==> src/rtl/pipe_ex_mem_if.sv <==
// EX/MEM pipeline register bundle: EX-side inputs, MEM-side outputs and the
// multi-cycle feedback path back to EX.
interface pipe_ex_mem_if #(
  parameter int DATA_W  = 32,
  parameter int ADDR_W  = 5,
  parameter int CNT_W   = 2,
  parameter int STALL_W = 6,
  parameter int HOLD_W  = 8
);
  logic                flush;
  logic [STALL_W-1:0]  stall_en;
  logic                in_valid;
  logic [ADDR_W-1:0]   in_addr;
  logic                in_wen;
  logic [DATA_W-1:0]   in_data;
  logic                in_hilo_wen;
  logic [DATA_W-1:0]   in_hi;
  logic [DATA_W-1:0]   in_lo;
  logic [2*DATA_W-1:0] in_acc;
  logic [CNT_W-1:0]    in_cnt;

  logic                out_valid;
  logic [ADDR_W-1:0]   out_addr;
  logic                out_wen;
  logic [DATA_W-1:0]   out_data;
  logic                out_hilo_wen;
  logic [DATA_W-1:0]   out_hi;
  logic [DATA_W-1:0]   out_lo;
  logic [2*DATA_W-1:0] out_acc;
  logic [CNT_W-1:0]    out_cnt;
  logic [HOLD_W-1:0]   hold_cnt;
  logic                hold_sat;

  modport master (
    output flush, stall_en, in_valid, in_addr, in_wen, in_data,
           in_hilo_wen, in_hi, in_lo, in_acc, in_cnt,
    input  out_valid, out_addr, out_wen, out_data, out_hilo_wen,
           out_hi, out_lo, out_acc, out_cnt, hold_cnt, hold_sat
  );

  modport slave (
    input  flush, stall_en, in_valid, in_addr, in_wen, in_data,
           in_hilo_wen, in_hi, in_lo, in_acc, in_cnt,
    output out_valid, out_addr, out_wen, out_data, out_hilo_wen,
           out_hi, out_lo, out_acc, out_cnt, hold_cnt, hold_sat
  );
endinterface

==> src/rtl/pipe_ex_mem.sv <==
// EX/MEM pipeline register with flush, bubble/hold stall handling, multi-cycle
// accumulator feedback to EX and a saturating stall-duration counter.
module pipe_ex_mem #(
  parameter int DATA_W  = 32,
  parameter int ADDR_W  = 5,
  parameter int CNT_W   = 2,
  parameter int STALL_W = 6,
  parameter int STAGE   = 3,
  parameter int HOLD_W  = 8
) (
  input  logic          clk,
  input  logic          reset,
  pipe_ex_mem_if.slave  bus
);

  typedef enum logic [1:0] {
    MODE_ADVANCE,
    MODE_BUBBLE,
    MODE_HOLD,
    MODE_FLUSH
  } mode_e;

  mode_e mode;
  logic  up, dn;
  logic  unused_stall;

  logic                valid_q, valid_d;
  logic [ADDR_W-1:0]   addr_q, addr_d;
  logic                wen_q, wen_d;
  logic [DATA_W-1:0]   data_q, data_d;
  logic                hilo_wen_q, hilo_wen_d;
  logic [DATA_W-1:0]   hi_q, hi_d;
  logic [DATA_W-1:0]   lo_q, lo_d;
  logic [2*DATA_W-1:0] acc_q, acc_d;
  logic [CNT_W-1:0]    cnt_q, cnt_d;
  logic [HOLD_W-1:0]   hold_q, hold_d, hold_inc;

  assign up           = bus.stall_en[STAGE];
  assign dn           = bus.stall_en[STAGE+1];
  assign unused_stall = ^bus.stall_en;

  // Flush outranks any stall; dn only matters while EX itself is stalled.
  always_comb begin
    mode = MODE_ADVANCE;
    if (bus.flush)  mode = MODE_FLUSH;
    else if (!up)   mode = MODE_ADVANCE;
    else if (!dn)   mode = MODE_BUBBLE;
    else            mode = MODE_HOLD;
  end

  assign hold_inc = (hold_q == '1) ? hold_q : hold_q + HOLD_W'(1);

  always_comb begin
    valid_d    = valid_q;
    addr_d     = addr_q;
    wen_d      = wen_q;
    data_d     = data_q;
    hilo_wen_d = hilo_wen_q;
    hi_d       = hi_q;
    lo_d       = lo_q;
    acc_d      = acc_q;
    cnt_d      = cnt_q;
    hold_d     = hold_q;
    case (mode)
      MODE_FLUSH: begin
        valid_d    = 1'b0;
        addr_d     = '0;
        wen_d      = 1'b0;
        data_d     = '0;
        hilo_wen_d = 1'b0;
        hi_d       = '0;
        lo_d       = '0;
        acc_d      = '0;
        cnt_d      = '0;
        hold_d     = '0;
      end
      MODE_BUBBLE: begin
        valid_d    = 1'b0;
        addr_d     = '0;
        wen_d      = 1'b0;
        data_d     = '0;
        hilo_wen_d = 1'b0;
        hi_d       = '0;
        lo_d       = '0;
        acc_d      = bus.in_acc;
        cnt_d      = bus.in_cnt;
        hold_d     = hold_inc;
      end
      MODE_ADVANCE: begin
        valid_d    = bus.in_valid;
        addr_d     = bus.in_addr;
        wen_d      = bus.in_wen & bus.in_valid;
        data_d     = bus.in_data;
        hilo_wen_d = bus.in_hilo_wen & bus.in_valid;
        hi_d       = bus.in_hi;
        lo_d       = bus.in_lo;
        acc_d      = '0;
        cnt_d      = '0;
        hold_d     = '0;
      end
      MODE_HOLD: begin
        acc_d  = bus.in_acc;
        cnt_d  = bus.in_cnt;
        hold_d = hold_inc;
      end
      default: ;
    endcase
  end

  always_ff @(posedge clk or negedge reset) begin
    if (!reset) begin
      valid_q    <= 1'b0;
      addr_q     <= '0;
      wen_q      <= 1'b0;
      data_q     <= '0;
      hilo_wen_q <= 1'b0;
      hi_q       <= '0;
      lo_q       <= '0;
      acc_q      <= '0;
      cnt_q      <= '0;
      hold_q     <= '0;
    end else begin
      valid_q    <= valid_d;
      addr_q     <= addr_d;
      wen_q      <= wen_d;
      data_q     <= data_d;
      hilo_wen_q <= hilo_wen_d;
      hi_q       <= hi_d;
      lo_q       <= lo_d;
      acc_q      <= acc_d;
      cnt_q      <= cnt_d;
      hold_q     <= hold_d;
    end
  end

  assign bus.out_valid    = valid_q;
  assign bus.out_addr     = addr_q;
  assign bus.out_wen      = wen_q;
  assign bus.out_data     = data_q;
  assign bus.out_hilo_wen = hilo_wen_q;
  assign bus.out_hi       = hi_q;
  assign bus.out_lo       = lo_q;
  assign bus.out_acc      = acc_q;
  assign bus.out_cnt      = cnt_q;
  assign bus.hold_cnt     = hold_q;
  assign bus.hold_sat     = (hold_q == '1);

endmodule

==> src/flat_wrapper.sv <==
// flat-port wrapper written by rule: the top's interface ports become plain ports
module pipe_ex_mem_flat 
#(
  parameter int DATA_W  = 32,
  parameter int ADDR_W  = 5,
  parameter int CNT_W   = 2,
  parameter int STALL_W = 6,
  parameter int STAGE   = 3,
  parameter int HOLD_W  = 8
)
  (clk, reset, bus_flush, bus_stall_en, bus_in_valid, bus_in_addr, bus_in_wen, bus_in_data, bus_in_hilo_wen, bus_in_hi, bus_in_lo, bus_in_acc, bus_in_cnt, bus_out_valid, bus_out_addr, bus_out_wen, bus_out_data, bus_out_hilo_wen, bus_out_hi, bus_out_lo, bus_out_acc, bus_out_cnt, bus_hold_cnt, bus_hold_sat);
  pipe_ex_mem_if #(.DATA_W(DATA_W), .ADDR_W(ADDR_W), .CNT_W(CNT_W), .STALL_W(STALL_W), .HOLD_W(HOLD_W)) bus_i ();
  input  logic clk;
  input  logic reset;
  input wire logic [$bits(bus_i.flush)-1:0] bus_flush;
  input wire logic [$bits(bus_i.stall_en)-1:0] bus_stall_en;
  input wire logic [$bits(bus_i.in_valid)-1:0] bus_in_valid;
  input wire logic [$bits(bus_i.in_addr)-1:0] bus_in_addr;
  input wire logic [$bits(bus_i.in_wen)-1:0] bus_in_wen;
  input wire logic [$bits(bus_i.in_data)-1:0] bus_in_data;
  input wire logic [$bits(bus_i.in_hilo_wen)-1:0] bus_in_hilo_wen;
  input wire logic [$bits(bus_i.in_hi)-1:0] bus_in_hi;
  input wire logic [$bits(bus_i.in_lo)-1:0] bus_in_lo;
  input wire logic [$bits(bus_i.in_acc)-1:0] bus_in_acc;
  input wire logic [$bits(bus_i.in_cnt)-1:0] bus_in_cnt;
  output wire logic [$bits(bus_i.out_valid)-1:0] bus_out_valid;
  output wire logic [$bits(bus_i.out_addr)-1:0] bus_out_addr;
  output wire logic [$bits(bus_i.out_wen)-1:0] bus_out_wen;
  output wire logic [$bits(bus_i.out_data)-1:0] bus_out_data;
  output wire logic [$bits(bus_i.out_hilo_wen)-1:0] bus_out_hilo_wen;
  output wire logic [$bits(bus_i.out_hi)-1:0] bus_out_hi;
  output wire logic [$bits(bus_i.out_lo)-1:0] bus_out_lo;
  output wire logic [$bits(bus_i.out_acc)-1:0] bus_out_acc;
  output wire logic [$bits(bus_i.out_cnt)-1:0] bus_out_cnt;
  output wire logic [$bits(bus_i.hold_cnt)-1:0] bus_hold_cnt;
  output wire logic [$bits(bus_i.hold_sat)-1:0] bus_hold_sat;
  assign bus_i.flush = bus_flush;
  assign bus_i.stall_en = bus_stall_en;
  assign bus_i.in_valid = bus_in_valid;
  assign bus_i.in_addr = bus_in_addr;
  assign bus_i.in_wen = bus_in_wen;
  assign bus_i.in_data = bus_in_data;
  assign bus_i.in_hilo_wen = bus_in_hilo_wen;
  assign bus_i.in_hi = bus_in_hi;
  assign bus_i.in_lo = bus_in_lo;
  assign bus_i.in_acc = bus_in_acc;
  assign bus_i.in_cnt = bus_in_cnt;
  assign bus_out_valid = bus_i.out_valid;
  assign bus_out_addr = bus_i.out_addr;
  assign bus_out_wen = bus_i.out_wen;
  assign bus_out_data = bus_i.out_data;
  assign bus_out_hilo_wen = bus_i.out_hilo_wen;
  assign bus_out_hi = bus_i.out_hi;
  assign bus_out_lo = bus_i.out_lo;
  assign bus_out_acc = bus_i.out_acc;
  assign bus_out_cnt = bus_i.out_cnt;
  assign bus_hold_cnt = bus_i.hold_cnt;
  assign bus_hold_sat = bus_i.hold_sat;
  pipe_ex_mem #(.DATA_W(DATA_W), .ADDR_W(ADDR_W), .CNT_W(CNT_W), .STALL_W(STALL_W), .STAGE(STAGE), .HOLD_W(HOLD_W)) u_core (.clk(clk), .reset(reset), .bus(bus_i));
endmodule
==> config.mk <==
export PLATFORM = sky130hd
export DESIGN_NAME = pipe_ex_mem_flat
export DESIGN_NICKNAME = d
export VERILOG_FILES = /design/src/rtl/pipe_ex_mem_if.sv /design/src/rtl/pipe_ex_mem.sv /design/src/flat_wrapper.sv
export SDC_FILE = /design/constraint.sdc
export NUM_CORES = 1
export LEC_CHECK = 0
export BUFFER_PORTS_ARGS = -buffer_cell sky130_fd_sc_hd__buf_4
export CAP_MARGIN = 20
export CORE_AREA = 3 3 137 139
export CTS_CLUSTER_SIZE = 12
export DETAILED_ROUTE_END_ITERATION = 8
export DIE_AREA = 0 0 140 142
export GPL_TIMING_DRIVEN = 0
export PLACE_DENSITY_LB_ADDON = 0.05
export SYNTH_ARGS = -nofsm -noshare
export SYNTH_HDL_FRONTEND = slang
export SYNTH_SLANG_ARGS = --single-unit
==> constraint.sdc <==
create_clock -name clk -period 4.7 [get_ports clk]
set_input_delay 0 -clock clk [delete_from_list [all_inputs] [get_ports clk]]
set_output_delay 0 -clock clk [all_outputs]
set_load 0.01 [all_outputs]
---- Yosys cells after proc, flatten, opt, wreduce, memory -nomap -nowiden ----
Index checks and enable logic that the tools add are counted.
word-level totals
  output and inout bits ................... 179
  word-level logic and storage cells ...... 37
  bits of input ports ..................... 179
  flip-flop bits (word level) ............. 178
operators by class
  bitwise operators ....................... 2
  reduce and logical (&&, ||, !) cells .... 5
  multiplexer cells ....................... 14
  add/sub/neg operators ................... 1
  equality and inequality tests ........... 5
operator list
  operator                                                          count
  32-bit one-hot mux with 2 select lines                            3
  64-bit one-hot mux with 2 select lines                            1
  8-bit one-hot mux with 2 select lines                             1
  5-bit one-hot mux with 2 select lines                             1
  8-bit by 1-bit adder with 8-bit output (second input constant)    1
  8-bit == test (second input constant)                             1
  8-bit 2-to-1 mux                                                  1
  2-bit 2-to-1 mux                                                  3
  1-bit one-hot mux with 2 select lines                             3
  2-bit OR reduction                                                3
  2-bit == test (second input constant)                             2
  2-bit one-hot mux with 2 select lines                             1
  1-bit bitwise AND                                                 2
  2-bit by 1-bit == test with 1-bit output (second input constant)  1
  2-bit logical NOT                                                 1
  2-bit inequality test (second input constant)                     1
  2-bit nonzero test                                                1

---- Logic depth before layout (Yosys ltp) ----
  word-level depth ........................ 6
  depth in mapped cells ................... 6
  depth with buffers taken out ............ 4

---- Worst setup path after synthesis ----
No wires, ideal clock.
  kind .................................... register -> register
  start point ............................. register u_core.hold_q[0] (netlist: u_core.bus.hold_cnt[0])
  end point ............................... register u_core.hold_q[5] (netlist: u_core.bus.hold_cnt[5])
  buffers on the path ..................... 1
  data arrival time ....................... 1451 ps
  cell stages (with the launch flop) ...... 6
  setup slack ............................. 3169 ps
  data required time ...................... 4621 ps
  cell sequence ........................... dfrtp_1 > ha_1 > and4_1 > clkbuf_1 > a211oi_1 > mux2i_1
on the way
  cells in the longest elaborated chain, start to end .. 3
RTL lines
  element                                 line                source
  from (decl)                             pipe_ex_mem.sv:36   logic [HOLD_W-1:0] hold_q, hold_d, hold_inc;
  from (signal assigned)                  pipe_ex_mem.sv:132  hold_q <= hold_d;
  8-bit by 1-bit adder with 8-bit output  pipe_ex_mem.sv:51   assign hold_inc = (hold_q == '1) ? hold_q : hold_q + HOLD_W'(1);
  8-bit 2-to-1 mux                        pipe_ex_mem.sv:51
  8-bit one-hot mux with 2 select lines   pipe_ex_mem.sv:64   case (mode)
Several ways; a longest one is shown, not always the timed one. The select of a mux whose other input is x is not followed.
A chain may end at the register's enable or synchronous reset.

---- Final worst setup path ----
  start point ............................. register u_core.hold_q[1] (netlist: u_core.bus.hold_cnt[1])
  end point ............................... output port bus_hold_sat
on the way
  cells in the longest elaborated chain, start to end .. 1
RTL lines
  element        line                source
  8-bit == test  pipe_ex_mem.sv:146  assign bus.hold_sat = (hold_q == '1);
  to (decl)      flat_wrapper.sv:36  output wire logic [$bits(bus_i.hold_sat)-1:0] bus_hold_sat;
Every way passes these cells.

==> impl_metrics.json <==
{
  "rr_startpoint": "u_core.bus.hold_cnt[0]",
  "syn_to_final_growth_pct": 85.92,
  "remaining_drc_errors": 0,
  "ys.flop_type": "dfrtp_1",
  "async_reset_ff_share_pct": 100.0,
  "root_buffer": "clkbuf_16",
  "period_share_pct": 39.51,
  "setup_viol": 0,
  "met3_usage_pct": 6.418,
  "track_usage_pct": 20.33,
  "clock_latency_ns": 0.42,
  "holdWs_ns": 0.08443,
  "irDropWorstVdd_mv": 0.2577,
  "vias": 5637,
  "netlist_instances": 419,
  "syn_area_mm2": 0.006213,
  "stdcell_count": 1207,
  "leakage_nw": 6.011,
  "finalHoldViolations": 0,
  "setup-tns-final_ns": 0,
  "path_clk_slew_ns": 0.06,
  "min_path_type": "primary input to register",
  "slew_violations": 0,
  "synth-seq-cells": 178,
  "grtUsageMet1_pct": 23.04,
  "fin_crit_ns": 1.857,
  "worstPathArrival_ns": 1.86,
  "clock_sinks": 178,
  "start_kind": "register",
  "htreeDepth": 4,
  "synth-edff-count": 0,
  "antennaDiodeCount": 0,
  "cap_viol_max_count": 0,
  "cts_buffers": 17,
  "placed_area_mm2": 0.009185,
  "fmax_mhz": 538.6,
  "finalNetCount": 1145,
  "die_x_um": 140,
  "numPlacedInstances": 1002,
  "ant_nets": 0,
  "place.gp.congestion": 0.8004,
  "die_height_um": 142,
  "start_util_pct": 34.95,
  "vias_per_cell": 4.670,
  "power_per_cell_area_mw_per_mm2": 315.7,
  "rows": 49,
  "io_pins": 358,
  "drt_iter0_drc": 179,
  "port_buffers": 353,
  "met2_usage_pct": 36.21,
  "synth_warnings": 0,
  "layout-drive-gt1-share_pct": 41.62,
  "cts.path.max_buffers": 2,
  "clock_skew_ns": 0.004289,
  "syn_nets": 599,
  "grt_busiest_layer": "met2",
  "grt_max_degree": 98,
  "status": "finished clean",
  "cts_tree": "built",
  "tightest_slew_ns": 0.6263,
  "end_kind": "primary output",
  "cts-resized-gates": 0,
  "post-cts-setup-buffer-count": 0,
  "worstPathRequired_ns": 4.70,
  "syn_avg_cell_area_um2": 14.83,
  "avgRoutedWirePerCell_um": 17.00,
  "yosysSeqAreaShare_pct": 71.69,
  "crit_type": "register to primary output",
  "hold_start": "bus_flush",
  "cp-startpoint": "u_core.bus.hold_cnt[1]",
  "grt_setup_unrepaired": "no",
  "dr.pass1.iters": 4,
  "dieArea_mm2": 0.01988,
  "grt_pass1_vias": 6082,
  "grt_overflow": 0,
  "fillers": 1360,
  "synthDistinctLibCells": 28,
  "slew_headroom_pct": 58.25,
  "drt-total-wl_um": 20520,
  "cp_max_fo": 6,
  "grt_pass1_wl_um": 32070,
  "core-area_mm2": 0.01778,
  "stdcell_area_mm2": 0.01155,
  "dp_hpwl_um": 14220,
  "antenna_found_initial": 0
}
[repair_timing]
| item | 4_1_cts | 5_1_grt |
|---|---|---|
| endpoints found under the setup margin | 0 | 0 |
| endpoints found under the hold margin | 254 | 0 |
| hold buffers | 173 | 0 |
[cell type report]
class	count	area (µm²)	area share, %
inverters	1	3.754	0.03249
repair buffers	527	4417	38.23
clock inverters	12	168.9	1.462
multi-input cells	208	1565	13.55
flip-flops and latches	178	4454	38.56
plain buffers	32	190.2	1.646
well taps	229	286.5	2.480
clock buffers	20	466.7	4.040
[path summary, 6_finish.rpt]
path	depth (start not counted)	endpoint	slack, ns
max	6	bus_hold_sat	2.84
min	5	u_core.bus.hold_cnt[2]	0.08
max reg2reg	5	u_core.bus.hold_cnt[5]	3.06
min reg2reg	1	u_core.bus.out_wen	0.49
max in group asynchronous	3	u_core.bus.out_acc[43]	3.70
min in group asynchronous	2	u_core.bus.out_hi[2]	0.12
[state kept, by name, indices dropped and copies added, names as in the netlist]
register and count:
u_core.bus.out_hi 32, u_core.bus.out_wen 1, u_core.bus.out_hilo_wen 1, u_core.bus.hold_cnt 8
u_core.bus.out_data 32, u_core.bus.out_valid 1, u_core.bus.out_addr 5, u_core.bus.out_acc 64
u_core.bus.out_cnt 2, u_core.bus.out_lo 32
[logic make-up (layout without fill, tap and decap cells)]
group	count (synthesis)	count (layout)	synth area share (%)
AO/OA/AOI/OAI	116	116	15.97
AND/OR/NAND/NOR	89	89	8.699
multiplexers	2	2	0.3222
flip-flops	178	178	71.69
buffers and inverters	33	592	3.121
adder cells (fa/ha/maj)	1	1	0.2013
[report_power, final]
group | internal, mW | leakage (nW) | switching [mW]
logic | 0.316 | 3.31 | 0.199
clock network | 0.894 | 0.311 | 0.611
registers | 1.60 | 2.39 | 0.0324
[cell usage in the layout, fill, tap and decap left out, types with 2 or more instances in the layout]
cell | netlist | layout
clkbuf_1 | 11 | 11
a31oi_1 | 2 | 2
bufinv_16 | 0 | 3
o21ai_0 | 3 | 3
and3_1 | 2 | 2
dlygate4sd3_1 | 0 | 173
buf_6 | 7 | 7
clkinv_4 | 0 | 2
and2_1 | 67 | 67
nor3_1 | 3 | 3
nand3_1 | 3 | 3
buf_2 | 14 | 14
inv_8 | 0 | 2
mux2i_1 | 2 | 2
clkbuf_16 | 0 | 17
nand4_1 | 2 | 2
a22o_1 | 102 | 102
clkbuf_8 | 0 | 3
inv_6 | 0 | 3
nand2b_1 | 3 | 3
dfrtp_1 | 178 | 178
a32o_1 | 2 | 2
nand2_1 | 5 | 5
a21oi_1 | 2 | 2
buf_4 | 0 | 352
[worst max-delay path: stages (launching register included)]
cell and delay [ns]:
dfrtp_1 0.45, ha_1 0.26, and4_1 0.20, clkbuf_1 0.22, nand2_1 0.11, inv_1 0.08, buf_4 0.12
[metrics by stage]
stage	utilization (%)	worst slack, ns	power (mW)
2_1_floorplan	-	3.169	1.771
3_3_place_gp	51.46	2.626	2.040
3_5_place_dp	51.66	3.100	2.053
4_1_cts	64.98	2.830	3.684
5_1_grt	64.98	2.688	3.790
6_report	64.98	2.843	3.648
[routing by layer]
layer	wire (µm)	part of all wire [%]
met5	0	0
met4	571	2.8
met3	1488	7.3
met2	10910	53
met1	7556	37
[synthesized netlist by cell type (all sizes together), types with 2 or more instances]
| cell | count | area, µm² |
|---|---|---|
| dfrtp | 178 | 4454 |
| a22o | 102 | 893.4 |
| and2 | 67 | 419.2 |
| buf | 21 | 148.9 |
| clkbuf | 11 | 41.29 |
| nand2 | 5 | 18.77 |
| nand2b | 3 | 18.77 |
| nand3 | 3 | 15.01 |
| nor3 | 3 | 15.01 |
| o21ai | 3 | 15.01 |
| a21oi | 2 | 10.01 |
| a31oi | 2 | 12.51 |
| a32o | 2 | 20.02 |
| and3 | 2 | 12.51 |
| mux2i | 2 | 20.02 |
| nand4 | 2 | 12.51 |
Note: power is estimated with default switching activity, not from simulation.
